File: config.mk
export PLATFORM = sky130hd
export DESIGN_NAME = fetch_unit
export DESIGN_NICKNAME = d
export VERILOG_FILES = /design/src/rtl/fetch_unit_pkg.sv /design/src/rtl/fetch_unit_return_stack.sv /design/src/rtl/fetch_unit.sv
export SDC_FILE = /design/constraint.sdc
export NUM_CORES = 1
export LEC_CHECK = 0
export CORE_ASPECT_RATIO = 0.8
export CORE_MARGIN = 5
export CORE_UTILIZATION = 33
export CTS_CLUSTER_DIAMETER = 50
export CTS_CLUSTER_SIZE = 40
export DETAILED_ROUTE_END_ITERATION = 10
export MAX_ROUTING_LAYER = met4
export PLACE_DENSITY = 0.53
export SYNTH_ARGS = -nofsm -noshare
export SYNTH_HDL_FRONTEND = slang
export SYNTH_SLANG_ARGS = --single-unit
export TNS_END_PERCENT = 1
File: constraint.sdc
create_clock -name clk -period 2.9 [get_ports clk]
set_input_delay 0.58 -clock clk [delete_from_list [all_inputs] [get_ports clk]]
set_output_delay 0.58 -clock clk [all_outputs]
set_load 0.02 [all_outputs]
File: src/rtl/fetch_unit_pkg.sv
// Shared instruction-side definitions for the fetch stage and the assembler
// programs: run-state encoding, default program counter width and the
// subroutine entry-point layout.
package fetch_unit_pkg;

    localparam int PC_W_DEF = 10;

    typedef enum logic [1:0] {
        ST_IDLE = 2'd0,
        ST_RUN  = 2'd1,
        ST_HALT = 2'd2
    } run_state_e;

    // Entry address of subroutine idx; callers truncate to their pc width.
    function automatic logic [31:0] sub_entry(input logic [3:0]  idx,
                                              input logic [31:0] base,
                                              input logic [31:0] stride);
        sub_entry = base + ({28'd0, idx} * stride);
    endfunction

endpackage

File: src/rtl/fetch_unit_return_stack.sv
// LIFO return-address stack. The top entry is visible combinationally so a
// return can load it into the pc in the same cycle it is popped. A push
// while full and a pop while empty are ignored; the caller flags them.
module return_stack #(
    parameter int DEPTH = 4,
    parameter int WIDTH = 10
) (
    input  logic             clk,
    input  logic             reset_n,
    input  logic             clear,
    input  logic             push,
    input  logic             pop,
    input  logic [WIDTH-1:0] din,
    output logic [WIDTH-1:0] top,
    output logic             full,
    output logic             empty
);

    localparam int PTR_W = (DEPTH > 1) ? $clog2(DEPTH) : 1;
    localparam logic [PTR_W:0] FULL_CNT = PTR_W'(DEPTH) == '0 ? {1'b1, {PTR_W{1'b0}}}
                                                            : {1'b0, PTR_W'(DEPTH)};

    logic [WIDTH-1:0] mem_r [DEPTH];
    logic [PTR_W:0]   count_r;
    logic [PTR_W-1:0] top_idx_s;

    // Index of the most recently pushed entry (wraps harmlessly when empty).
    always_comb begin
        top_idx_s = count_r[PTR_W-1:0] - {{(PTR_W-1){1'b0}}, 1'b1};
    end

    assign top   = mem_r[top_idx_s];
    assign full  = (count_r == FULL_CNT);
    assign empty = (count_r == {(PTR_W+1){1'b0}});

    // Occupancy count and storage; clear empties the stack on a (re)start.
    always_ff @(posedge clk or negedge reset_n) begin
        if (!reset_n) begin
            count_r <= {(PTR_W+1){1'b0}};
            for (int i = 0; i < DEPTH; i++) begin
                mem_r[i] <= {WIDTH{1'b0}};
            end
        end else if (clear) begin
            count_r <= {(PTR_W+1){1'b0}};
        end else if (push && !full) begin
            mem_r[count_r[PTR_W-1:0]] <= din;
            count_r <= count_r + {{PTR_W{1'b0}}, 1'b1};
        end else if (pop && !empty) begin
            count_r <= count_r - {{PTR_W{1'b0}}, 1'b1};
        end else begin
            count_r <= count_r;
        end
    end

endmodule

File: src/rtl/fetch_unit.sv
// Program counter / control-flow stage. Sequences pc from decoder requests
// (increment, branch, call, return, halt) under an IDLE/RUN/HALT machine.
// Optional feature: define FETCH_COUNT_EN to build the retired-fetch
// counter; otherwise fetch_count is tied to zero.
module fetch_unit
    import fetch_unit_pkg::*;
#(
    parameter int PC_W        = PC_W_DEF,
    parameter int STACK_DEPTH = 4,
    parameter int SUB_BASE    = 100,
    parameter int SUB_STRIDE  = 16
) (
    input  logic            clk,
    input  logic            reset_n,
    input  logic            start,
    input  logic            stall,
    input  logic            br_req,
    input  logic [PC_W-1:0] br_target,
    input  logic            jsr_req,
    input  logic [3:0]      jsr_idx,
    input  logic            ret_req,
    input  logic            halt_req,
    output logic [PC_W-1:0] pc,
    output logic            running,
    output logic            done,
    output logic            stack_err,
    output logic [15:0]     fetch_count
);

    run_state_e      state_r;
    logic [PC_W-1:0] pc_r;
    logic            running_r;
    logic            done_r;
    logic            stack_err_r;

    logic            run_go_s;
    logic            clear_s;
    logic            push_s;
    logic            pop_s;
    logic [PC_W-1:0] pc_inc_s;
    logic [PC_W-1:0] jsr_target_s;
    logic [PC_W-1:0] top_s;
    logic            full_s;
    logic            empty_s;

    // Stack control: only the winning request of a non-stalled RUN cycle acts.
    always_comb begin
        run_go_s     = (state_r == ST_RUN) && !stall;
        clear_s      = start && (state_r != ST_RUN);
        pc_inc_s     = pc_r + {{(PC_W-1){1'b0}}, 1'b1};
        jsr_target_s = PC_W'(sub_entry(jsr_idx, 32'(SUB_BASE), 32'(SUB_STRIDE)));
        push_s       = 1'b0;
        pop_s        = 1'b0;
        if (run_go_s && !halt_req) begin
            if (ret_req) begin
                pop_s = !empty_s;
            end else if (jsr_req) begin
                push_s = !full_s;
            end else begin
                pop_s  = 1'b0;
            end
        end else begin
            push_s = 1'b0;
        end
    end

    return_stack #(
        .DEPTH (STACK_DEPTH),
        .WIDTH (PC_W)
    ) u_stack (
        .clk     (clk),
        .reset_n (reset_n),
        .clear   (clear_s),
        .push    (push_s),
        .pop     (pop_s),
        .din     (pc_inc_s),
        .top     (top_s),
        .full    (full_s),
        .empty   (empty_s)
    );

    // Run-state machine, pc register and status flags.
    always_ff @(posedge clk or negedge reset_n) begin
        if (!reset_n) begin
            state_r     <= ST_IDLE;
            pc_r        <= {PC_W{1'b0}};
            running_r   <= 1'b0;
            done_r      <= 1'b0;
            stack_err_r <= 1'b0;
        end else begin
            case (state_r)
                ST_IDLE: begin
                    pc_r <= {PC_W{1'b0}};
                    if (start) begin
                        state_r   <= ST_RUN;
                        running_r <= 1'b1;
                        done_r    <= 1'b0;
                    end
                end
                ST_RUN: begin
                    if (!stall) begin
                        if (halt_req) begin
                            state_r   <= ST_HALT;
                            running_r <= 1'b0;
                            done_r    <= 1'b1;
                        end else if (ret_req) begin
                            if (empty_s) begin
                                stack_err_r <= 1'b1;
                                state_r     <= ST_HALT;
                                running_r   <= 1'b0;
                                done_r      <= 1'b1;
                            end else begin
                                pc_r <= top_s;
                            end
                        end else if (jsr_req) begin
                            if (full_s) begin
                                stack_err_r <= 1'b1;
                                state_r     <= ST_HALT;
                                running_r   <= 1'b0;
                                done_r      <= 1'b1;
                            end else begin
                                pc_r <= jsr_target_s;
                            end
                        end else if (br_req) begin
                            pc_r <= br_target;
                        end else begin
                            pc_r <= pc_inc_s;
                        end
                    end
                end
                ST_HALT: begin
                    if (start) begin
                        state_r     <= ST_RUN;
                        pc_r        <= {PC_W{1'b0}};
                        running_r   <= 1'b1;
                        done_r      <= 1'b0;
                        stack_err_r <= 1'b0;
                    end
                end
                default: begin
                    state_r     <= ST_IDLE;
                    pc_r        <= {PC_W{1'b0}};
                    running_r   <= 1'b0;
                    done_r      <= 1'b0;
                    stack_err_r <= 1'b0;
                end
            endcase
        end
    end

`ifdef FETCH_COUNT_EN
    logic [15:0] fetch_count_r;

    // Saturating count of non-stalled RUN cycles, restarted by start.
    always_ff @(posedge clk or negedge reset_n) begin
        if (!reset_n) begin
            fetch_count_r <= 16'd0;
        end else if (clear_s) begin
            fetch_count_r <= 16'd0;
        end else if (run_go_s && (fetch_count_r != 16'hFFFF)) begin
            fetch_count_r <= fetch_count_r + 16'd1;
        end else begin
            fetch_count_r <= fetch_count_r;
        end
    end

    assign fetch_count = fetch_count_r;
`else
    assign fetch_count = 16'd0;
`endif

    assign pc        = pc_r;
    assign running   = running_r;
    assign done      = done_r;
    assign stack_err = stack_err_r;

endmodule

=== Yosys cells after proc, flatten, opt, wreduce, memory -nomap -nowiden ===
Index checks and enable logic that the tools add are counted.

* Magnitude comparators: 3
* Equality and inequality tests: 16
* $add $sub $neg: 5
* Mux-type cells: 50
* Bitwise operators: 4
* Reductions and logical operators: 18

{| class="wikitable"
|+ Operators by type and width
! cell !! count
|-
| $mux W10 || 11
|-
| $bwmux W40 || 1
|-
| $mux W1 || 21
|-
| $bmux W10 S2 || 1
|-
| $demux W10 S2 || 1
|-
| $pmux W10 S2 || 1
|-
| $mux W2 || 7
|-
| $add A10 B1 Y10 const B || 1
|-
| $reduce_and A5 Y1 || 2
|-
| $add A7 B8 Y9 const A || 1
|-
| $mux W3 || 3
|-
| $ne A4 B3 Y1 const B || 2
|-
| $ne A4 B4 Y1 const B || 2
|-
| $reduce_and A7 Y1 || 1
|-
| $ge A3 B3 Y1 const B || 2
|-
| $logic_and A1 B1 Y1 || 6
|-
| $ne A2 B2 Y1 const B || 3
|-
| $ne A3 B2 Y1 const B || 2
|-
| $ne A3 B3 Y1 const B || 2
|-
| $not A2 Y3 || 2
|-
| $logic_not A1 Y1 || 4
|-
| $ne A2 B1 Y1 const B || 2
|-
| $pmux W1 S2 || 2
|-
| $pmux W2 S2 || 1
|-
| other kinds (14) || 15
|}

* Register bits after elaboration: 58
* Input bits: 22

=== Longest topological paths before layout ===
Gate-level depths: netlist (run 1).

* Word-level depth: 10
* Depth in mapped cells: 9
* Depth with buffers taken out: 8

=== Hierarchy ===
Synthesis (run 1) repeated with hierarchy kept, for this count alone.

* Cell total of the unflattened synthesis: 296
* Area total of the unflattened synthesis: 3440.8 um2

{| class="wikitable"
|+ Modules (own cells, without submodules)
! module !! cells each !! area each (um2) !! instances !! seq. area each (um2)
|-
| return_stack || 136 || 2158.3 || 1 || 1076.0
|-
| fetch_unit || 160 || 1282.5 || 1 || 350.3
|}

=== Worst setup path before layout (run 1) ===
Ideal clock, no wire load.

* Path kind: register to register
* Start point: reg u_stack.count_r[0]
* End point: reg u_stack.count_r[2]
* Library setup time: 79 ps
* Stages on the path, launching flop included: 10
* Clock period less this slack: 2302 ps
* Data required time: 2821 ps
* Arrival: 2222 ps
* Path slack: 598 ps
* Cells stage by stage: dfrtp_1 > buf_2 > inv_1 > ha_1 > nand2_1 > nand3_1 > fa_1 > nand3b_1 > a21oi_1 > mux2i_1

* Longest elaborated chain between the ends: 8

{| class="wikitable"
|+ Ends and longest elaborated chain
! element !! line !! RTL
|-
| start, declared || fetch_unit_return_stack.sv:24 || <nowiki>logic [PTR_W:0] count_r;</nowiki>
|-
| start signal, assigned || fetch_unit_return_stack.sv:39 || <nowiki>count_r <= {(PTR_W+1){1'b0}};</nowiki>
|-
| start signal, assigned || fetch_unit_return_stack.sv:44 || <nowiki>count_r <= {(PTR_W+1){1'b0}};</nowiki>
|-
| start signal, assigned || fetch_unit_return_stack.sv:47 || <nowiki>count_r <= count_r + {{PTR_W{1'b0}}, 1'b1};</nowiki>
|-
| $eq A3 B3 Y1 || fetch_unit_return_stack.sv:33 || <nowiki>assign full = (count_r == FULL_CNT);</nowiki>
|-
| $logic_not A1 Y1 || fetch_unit_return_stack.sv:45, fetch_unit.sv:58 ||
|-
| $mux W1 || fetch_unit.sv:57 || <nowiki>end else if (jsr_req) begin</nowiki>
|-
| $mux W1 || fetch_unit.sv:55 || <nowiki>if (ret_req) begin</nowiki>
|-
| $mux W1 || fetch_unit.sv:54 || <nowiki>if (run_go_s && !halt_req) begin</nowiki>
|-
| $logic_and A1 B1 Y1 || fetch_unit_return_stack.sv:45 || <nowiki>end else if (push && !full) begin</nowiki>
|-
| $mux W3 || fetch_unit_return_stack.sv:45 ||
|-
| $mux W3 || fetch_unit_return_stack.sv:43 || <nowiki>end else if (clear) begin</nowiki>
|}

Several ways; a longest one is shown, not always the timed one. The select of a mux whose other input is x is not followed.
A chain may end at the register's enable or synchronous reset.

=== Worst setup path in the final report (run 1) ===
* Start point: reg u_stack.count_r[1]
* End point: reg pc_r[9], in the netlist pc[9]

* Longest elaborated chain between the ends: 10

{| class="wikitable"
|+ Ends and longest elaborated chain
! element !! line !! RTL
|-
| $sub A2 B1 Y2 || fetch_unit_return_stack.sv:29 || <nowiki>top_idx_s = count_r[PTR_W-1:0] - {{(PTR_W-1){1'b0}}, 1'b1};</nowiki>
|-
| $not A2 Y3 (not written as such) || fetch_unit_return_stack.sv:32 || <nowiki>assign top = mem_r[top_idx_s];</nowiki>
|-
| $bmux W10 S2 || fetch_unit_return_stack.sv:32 ||
|-
| $mux W10 (not written as such) (2 in a row) || fetch_unit_return_stack.sv:32 ||
|-
| $mux W10 || fetch_unit.sv:107 || <nowiki>if (empty_s) begin</nowiki>
|-
| $mux W10 || fetch_unit.sv:106 || <nowiki>end else if (ret_req) begin</nowiki>
|-
| $mux W10 || fetch_unit.sv:102 || <nowiki>if (halt_req) begin</nowiki>
|-
| $mux W10 || fetch_unit.sv:101 || <nowiki>if (!stall) begin</nowiki>
|-
| $pmux W10 S2 || fetch_unit.sv:91 || <nowiki>case (state_r)</nowiki>
|-
| end signal, assigned || fetch_unit.sv:86 || <nowiki>pc_r <= {PC_W{1'b0}};</nowiki>
|-
| end signal, assigned || fetch_unit.sv:93 || <nowiki>pc_r <= {PC_W{1'b0}};</nowiki>
|-
| end signal, assigned || fetch_unit.sv:113 || <nowiki>pc_r <= top_s;</nowiki>
|-
| end, declared || fetch_unit.sv:31 || <nowiki>logic [PC_W-1:0] pc_r;</nowiki>
|}

Several ways; a longest one is shown, not always the timed one. The select of a mux whose other input is x is not followed.

==> results.tsv, run 1 <==
metric	value	unit
status	finished clean	
clk_path_buf_depth	2	
required	3.10	ns
synthTopCellsByCount	dfrtp_1 (58), nand2_1 (48), o21ai_0 (48)	
track_usage	0.142	
worst_pin_slew	0.622	ns
path_cells	inv_1 -> ha_1 -> buf_4 -> mux4_2 -> and3_1 -> a221o_1	
finalCritPeriodShare	0.789	
grt_pass1_wl	12.9	mm
synth_ff_type	dfrtp_1	
cts_buffers	9	
fin_area	0.00399	mm^2
crit_arrival	2.49	ns
fin_nets	396	
vias	2506	
routed_wl	8.08	mm
drc_errors	0	
synth_warnings	0	
die_h	98.6	um
routabilityCongestion	0.870	
drv_slew	0	
swShare	0.329	
period_minus_slack	2.29	ns
cap_violations	0	
met2_usage	0.203	
avgSynthCellArea	9.96	um^2
ctsHoldBuffers	0	
grt.met3_usage	0.0361	
grt_pass1_vias	2425	
hold_violations	0	
finalSetupViolCount	0	
hp-class	primary input to asynchronous set/reset pin	
drt-initial-drc-count	213	
gr-total-overflow	0	
syn_inst	325	
cts_tree	done	
wl_per_cell	16.5	um
grt_max_degree	55	
ys_ff_latch	58	
dr.pass1.iters	5	
powerDensity	729	mW/mm^2
synth-edff-count	0	
dp_hpwl	5.98	mm
synth_area_leaders	dfrtp_1 (45%), o21ai_0 (7.4%), nand2_1 (5.6%)	
power_switching	0.000958	W
placed_cell_area	0.00369	mm^2
finalPower	0.00291	W
rsz0062_at_grt	no	
cts_root_buf	clkbuf_16	
power.internal	0.00195	W
pre_cts_ws	0.328	ns
port_buffers	34	
ys_types	53	
seq_area_frac_synth	0.449	
fin_skew	0.00449	ns
seq_power_share	0.347	
grt_antenna_before_repair	0	
clkTransAtPathRegs	0.05	ns
drive_gt1_frac	0.134	
die_area	0.0119	mm^2
ioPinCount	51	
cts_setup_buffers	0	
cts_sinks	58	
post_cts_resized	0	
leakage	1.71	nW
worstSkewPairLatency	0.32	ns
antenna_violating_nets_post_route	0	
relSlewSlack	0.582	
core-area	0.00961	mm^2
area_growth	23.3	%
busiest_layer	met1	
ir_worst_vdd	0.251	mV
via_per_inst	5.10	
grt_util_met1	0.205	
die_w	121	um
end_kind	register	
slowest_stage	ha_1	
crit_type	register to register	
rows	32	
yosysTopAreaCell	dfrtp_1	
synth_most_common_cell	dfrtp_1	
clock_power_share	0.361	
htree_levels	3	
async_flop_share	1.00	
syn_area	0.00324	mm^2
max_stage_delay	0.55	ns
worstPathMaxFanout	8	
max_freq	437	MHz
post-route-util	0.415	
comb_power_share	0.291	
synth_top_area_share	0.449	
antenna-diode-count	0	
nFillCells	962	
fin_ws	0.613	ns
cp-start-kind	register	
fin_setup_tns	0	ns
start_util	0.337	
-- power groups by stage --
stage                     combinational (W)  sequential [W]  clock (W)
after floorplan                    0.000533         0.00104          0
after global placement             0.000846         0.00102          0
after detailed placement           0.000845         0.00103          0
after CTS                          0.000850         0.00101    0.00106
after global routing               0.000917         0.00103    0.00111
final                              0.000847         0.00101    0.00105
-- flip-flops by register name (all words and copies together) (netlist names) --
signal	flops
running	1
done	1
pc	10
u_stack.mem_r	40
stack_err	1
state_r	2
u_stack.count_r	3
-- through the flow --
step                      hold WS [ns]  cells
final                           0.0722    491
after detailed placement         0.413    475
after global placement           0.410    475
after CTS                       0.0746    491
after global routing            0.0753    491
after floorplan                  0.284    340
-- worst max-delay path: cells and delay by family, from the launching register on --
kind,cells,cell delay (ns)
AND/OR/NAND/NOR,1,0.21
adder cells (fa/ha/maj),1,0.55
multiplexers,1,0.35
flip-flops,1,0.43
AO/OA/AOI/OAI,1,0.25
buffers and inverters,2,0.37
-- worst paths after layout --
kind	startpoint	endpoint	slack (ns)	cells after the start
hold / removal	reset_n	running$_DFFE_PN0P_	0.07	1
max in group asynchronous	reset_n	pc[5]$_DFFE_PN0P_	2.32	2
setup reg to reg	u_stack.count_r[1]$_DFFE_PN0P_	pc[9]$_DFFE_PN0P_	0.61	6
min in group clk	u_stack.mem_r[18]$_DFFE_PN0P_	u_stack.mem_r[18]$_DFFE_PN0P_	0.47	2
setup / recovery	u_stack.count_r[1]$_DFFE_PN0P_	pc[9]$_DFFE_PN0P_	0.61	6
hold reg to reg	u_stack.mem_r[18]$_DFFE_PN0P_	u_stack.mem_r[18]$_DFFE_PN0P_	0.47	2
-- cells by family after synthesis --
kind of cell	synth area share
compound gates	0.167
simple gates	0.167
fa+ha+maj	0.0294
flops	0.449
mux	0.101
xor+xnor	0.0162
buf+inv	0.0692
other cells	0.00116
-- metal layers --
metal | part of all wire | wire, um | up-vias
li1 | - | - | 1232
met1 | 0.50 | 4050 | 1211
met2 | 0.44 | 3540 | 57
met3 | 0.052 | 419 | 6
met4 | 0.0084 | 68 | 0
met5 | 0 | 0 | -
-- final cells by class --
type / instances / area (um^2) / share of cell area
multi-input cells: 241 / 1620 / 0.405
flip-flops and latches: 58 / 1450 / 0.364
repair buffers: 45 / 430 / 0.108
clock buffers: 11 / 243 / 0.0609
well taps: 119 / 149 / 0.0373
clock inverters: 5 / 53.8 / 0.0135
inverters: 12 / 45.0 / 0.0113
-- placed cells by master (no fill, tap or decap), drive strengths merged, types with 9 or more instances in the layout --
cell	Yosys	routed
buf	24	12
clkbuf	5	11
clkdlybuf4s50	0	33
conb	1	16
dfrtp	58	58
inv	12	12
mux2	9	9
mux2i	9	9
nand2	48	48
nor2	12	12
o21ai	49	49
(Power assumes the default switching activity.)
==> run 2: changes to the inputs <==
- clock period: 2.9 -> 2.2 ns (I/O delays scaled with it)
==> run 2 against run 1 <==
Count of clock-buffer cells in the layout decreased by 1. First-iteration DRC count increased by 27%. Design area increased by 4.5%. Total power increased by 38%. Sequential power increased by 33%. Clock skew about the same. Clock power increased by 38%. Combinational power increased by 44%. Register-to-register slack got worse by 0.50 ns. Worst hold slack got worse by 0.0043 ns. Non-clock buffer count increased by 22. Critical path depth unchanged. Critical endpoint is now pc[8]$_DFFE_PN0P_.
==> results.tsv, run 2 (same netlist as run 1, synthesis figures left out) <==
metric	value	unit	change
path_cells	inv_1 -> ha_1 -> mux2_2 -> o21ai_0 -> nor4_1 -> a211o_2		
cap_violations	0		unchanged
ir_worst_vdd	0.421	mV	+68%
grt_pass1_wl	13.6	mm	+5.7%
grt_max_degree	25		-55%
largest_reg_flops	40		unchanged
cp-start-kind	register		
max_stage_delay	0.44	ns	-0.11 ns
ioPinCount	51		unchanged
hold_violations	0		unchanged
fin_skew	0.00424	ns	-0.000244 ns
core-area	0.00961	mm^2	unchanged
port_buffers	34		unchanged
period_minus_slack	2.08	ns	-0.205 ns
cts_setup_buffers	0		unchanged
powerDensity	962	mW/mm^2	+32%
pre_cts_ws	-0.153	ns	-0.481 ns
dr.pass1.iters	6		+1
hold_slack	0.0679	ns	-0.00432 ns
dp_hpwl	6.47	mm	+8.3%
max_freq	480	MHz	+9.8%
antenna_violating_nets_post_route	0		unchanged
drive_gt1_frac	0.183		+0.0488
grt_pass1_vias	2498		+3.0%
finalSetupViolCount	0		unchanged
cts_root_buf	clkbuf_16		
antenna-diode-count	0		unchanged
final_common_cell	dfrtp_1		
cts_tree	done		
slowest_stage	dfrtp_1		
required	2.40	ns	-0.70 ns
drc_errors	0		unchanged
status	finished clean		
area_growth	28.8	%	
worstPathMaxFanout	4		-4
routabilityCongestion	0.902		+3.8%
end_kind	register		
htree_levels	3		unchanged
nFillCells	941		-2.2%
fin_ws	0.118	ns	-0.495 ns
post_cts_resized	0		unchanged
rows	32		unchanged
start_util	0.337		unchanged
wl_per_cell	16.4	um	-0.17%
final_cell_mix	dfrtp_1 (58), o21ai_0 (48), nand2_1 (47), clkdlybuf4s50_1 (33), buf_4 (32)		
cts_buffers	9		unchanged
worstSkewPairLatency	0.32	ns	about the same
finalCritPeriodShare	0.947		+0.158
track_usage	0.152		+0.00982
clk_path_buf_depth	2		unchanged
crit_type	register to register		
die_h	98.6	um	unchanged
crit_arrival	2.29	ns	-0.20 ns
leakage	1.81	nW	+5.6%
grt_antenna_before_repair	0		unchanged
drt-initial-drc-count	271		+27%
rsz0062_at_grt	no		
die_area	0.0119	mm^2	unchanged
drv_slew	0		unchanged
finalPower	0.00401	W	+38%
vias	2638		+5.3%
hp-class	primary input to asynchronous set/reset pin		
cts_sinks	58		unchanged
die_w	121	um	unchanged
ctsHoldBuffers	0		unchanged
clkTransAtPathRegs	0.05	ns	about the same
fin_setup_tns	0	ns	unchanged
gr-total-overflow	0		unchanged
top_register	u_stack.mem_r		
fin_nets	418		+5.6%
routed_wl	8.41	mm	+4.1%
via_per_inst	5.15		+0.95%
r2r_cells	6		unchanged
==> run 2: changes by cell type in the layout (fill, tap and decap cells not counted), sizes merged <==
cell	change
buf	+22
clkinv	-3
clkinvlp	+2
bufinv	+1
clkbuf	-1
==> run 2: report_power, final <==
group          internal, W  total (W)  switching (W)
logic             0.000561    0.00122       0.000658
registers          0.00120    0.00134       0.000137
clock network     0.000981    0.00145       0.000473
total              0.00274    0.00401        0.00127
==> run 2: cell type report <==
class                      instances  area, um^2  share of cell area
tap                              119         149              0.0357
clock inverter                     5        80.1              0.0192
inverter                          12        45.0              0.0108
sequential                        58        1450               0.348
multi-input combinational        241        1620               0.388
clock buffer                      10         229              0.0549
timing repair buffer              67         596               0.143
==> run 2: critical path: cells and delay by family, from the launching register on <==
kind	cells	cell delay [ns]
compound gates	2	0.57
flops	1	0.44
buf+inv	1	0.11
mux	1	0.38
simple gates	1	0.09
fa+ha+maj	1	0.38
==> run 2: path summary, 6_finish.rpt <==
| check | endpoint | from | slack [ns] |
|---|---|---|---|
| max | pc[8]$_DFFE_PN0P_ | u_stack.count_r[1]$_DFFE_PN0P_ | 0.12 |
| min | state_r[0]$_DFFE_PN0P_ | reset_n | 0.07 |
| max reg2reg | pc[8]$_DFFE_PN0P_ | u_stack.count_r[1]$_DFFE_PN0P_ | 0.12 |
| min reg2reg | u_stack.mem_r[20]$_DFFE_PN0P_ | u_stack.mem_r[20]$_DFFE_PN0P_ | 0.47 |
| max in group asynchronous | u_stack.mem_r[13]$_DFFE_PN0P_ | reset_n | 1.44 |
| min in group clk | u_stack.mem_r[20]$_DFFE_PN0P_ | u_stack.mem_r[20]$_DFFE_PN0P_ | 0.47 |
==> run 2: layer usage <==
layer	global-route usage	share of wire	up-vias
met4	0.0418	0.0080	0
met3	0.0425	0.067	6
met2	0.207	0.43	74
met5	-	0	-
met1	0.219	0.49	1283
li1	-	-	1275
==> run 2: stage by stage <==
| stage | util | area, um^2 | instances |
|---|---|---|---|
| 2_1_floorplan | - | 3300 | 340 |
| 3_3_place_gp | 0.402 | 3860 | 497 |
| 3_5_place_dp | 0.402 | 3860 | 497 |
| 4_1_cts | 0.434 | 4170 | 512 |
| 5_1_grt | 0.434 | 4170 | 512 |
| 6_report | 0.434 | 4170 | 512 |
==> run 3: changes to the inputs <==
- CORE_ASPECT_RATIO: 0.8 -> not set
==> run 3 against run 2 <==
Flip-flop and latch count is the same. Fmax increased by 3.0%. Combinational power up 3%. Die area down 0.10%. Utilization down 1.0 points. Sequential share of layout area increased by 0.54 points. Total power decreased by 12%. Clock power decreased by 36%. Routed wire length is 3.5% lower.
==> results.tsv, run 3 (same netlist as run 1, synthesis figures left out) <==
metric	value	unit	change
cts_buffers	9		unchanged
wl_met2	3.53	mm	-2.7%
ioPinCount	51		unchanged
post-route-util	0.424		-0.00995
crit_family	buffers and inverters		
r2r_cells	6		unchanged
grt_antenna_before_repair	0		unchanged
slowest_stage	clkdlybuf4s50_1		
grt_pass1_vias	2540		+1.7%
cts_setup_buffers	0		unchanged
r2r_end	pc[9]$_DFFE_PN0P_		
grt_max_degree	59		+140%
ir_worst_vdd	0.298	mV	-29%
cp.depth	1		-5
start_util	0.334		-0.00261
crit_end	pc[0]		
rsz0062_at_grt	no		
rrSetupSlack	0.24	ns	+0.12 ns
crit_type	register to output pin		
wl_per_cell	15.3	um	-7.2%
fin_setup_tns	0	ns	unchanged
cts_root_buf	clkbuf_8		
powerDensity	855	mW/mm^2	-11%
area_growth	26.9	%	
drc_errors	0		unchanged
wl_met1	4.07	mm	-2.1%
htree_levels	3		unchanged
antenna-diode-count	0		unchanged
post-place-cells	516		+3.8%
worstSkewPairLatency	0.33	ns	about the same
worstPathMaxFanout	11		+7
worstPathBufferInverterCount	1		unchanged
clkTransAtPathRegs	0.07	ns	+0.02 ns
fin_area	0.00411	mm^2	-1.5%
max_stage_delay	0.68	ns	+0.24 ns
path_cells	clkdlybuf4s50_1		
via_per_inst	4.88		-5.3%
vias	2595		-1.6%
max_freq	495	MHz	+3.0%
hold_slack	0.0942	ns	+0.0263 ns
die_h	109	um	+11%
grt_pass1_wl	13.1	mm	-3.5%
cts_tree	done		
final_common_cell	dfrtp_1		
critical_path.startpoint	pc[0]$_DFFE_PN0P_		
final_cell_mix	dfrtp_1 (58), o21ai_0 (48), nand2_1 (47), buf_4 (37), clkdlybuf4s50_1 (33)		
required	1.76	ns	-0.64 ns
die_area	0.0119	mm^2	-0.10%
track_usage	0.148		-0.00394
gr-total-overflow	0		unchanged
hold_violations	0		unchanged
finalSetupViolCount	0		unchanged
r2r-start	u_stack.count_r[1]$_DFFE_PN0P_		
hp-class	primary input to asynchronous set/reset pin		
period_minus_slack	2.02	ns	-0.0605 ns
routed_wl	8.12	mm	-3.5%
fin_nets	423		+1.2%
top_layer	met4		
cap_violations	0		unchanged
finalCritPeriodShare	0.919		-0.0275
top_register	u_stack.mem_r		
dp_hpwl	6.17	mm	-4.7%
crit_arrival	1.58	ns	-0.71 ns
cp-start-kind	register		
placed_cell_area	0.00392	mm^2	+1.4%
drive_gt1_frac	0.198		+0.0148
clk_path_buf_depth	2		unchanged
port_buffers	34		unchanged
end_kind	output pin		
cts_sinks	58		unchanged
dr_wl_met3	381	um	-32%
drt-initial-drc-count	106		-61%
status	finished clean		
antenna_violating_nets_post_route	0		unchanged
die_w	109	um	-9.7%
fin_cells	532		+3.9%
post_cts_resized	0		unchanged
routabilityCongestion	0.807		-11%
dr.pass1.iters	4		-2
leakage	1.79	nW	-1.2%
drv_slew	0		unchanged
core-area	0.00968	mm^2	+0.78%
ctsHoldBuffers	0		unchanged
fin_skew	0.00842	ns	+0.00418 ns
rows	36		+13%
largest_reg_flops	40		unchanged
==> run 3: cell types whose count changed in the layout (fill, tap and decap cells not counted), sizes merged <==
cell / delta
clkbuf: +2
clkinv: +1
buf: +5
bufinv: -2
==> run 3: power by group <==
group	internal [W]	switching, W	total [W]	leakage, nW
sequential	0.00120	0.000128	0.00132	0.796
combinational	0.000588	0.000674	0.00126	0.895
clock	0.000497	0.000428	0.000925	0.0944
total	0.00228	0.00123	0.00351	1.79
==> run 3: how the worst min path moves through the flow <==
stage	from	endpoint	slack, ns	cells past startpoint
2_1_floorplan	reset_n	done$_DFFE_PN0P_	0.14	0
3_3_place_gp	u_stack.mem_r[18]$_DFFE_PN0P_	u_stack.mem_r[18]$_DFFE_PN0P_	0.46	2
3_5_place_dp	reset_n	pc[7]$_DFFE_PN0P_	0.47	2
4_1_cts	reset_n	pc[5]$_DFFE_PN0P_	0.11	2
5_1_grt	reset_n	pc[5]$_DFFE_PN0P_	0.11	2
6_report	reset_n	pc[5]$_DFFE_PN0P_	0.09	2
==> run 3: area by class of cell <==
cell class	count	area, um^2
repair buffers	72	633
clock buffers	12	165
well taps	133	166
inverters	12	45.0
flip-flops and latches	58	1450
fillers	953	5580
multi-input cells	241	1620
clock inverters	4	25.0
==> run 3: routing by layer <==
layer  vias to the layer above  track usage
li1                       1283            -
met1                      1232        0.208
met2                        70        0.214
met3                        10       0.0261
met4                         0       0.0532
met5                         -            -
==> run 3: per-stage QoR <==
stage | setup slack [ns] | total power [W]
final | 0.178 | 0.00351
after global routing | 0.0371 | 0.00373
after CTS | 0.170 | 0.00356
after detailed placement | -0.145 | 0.00261
after global placement | -0.0900 | 0.00259
after floorplan | 0.0194 | 0.00209
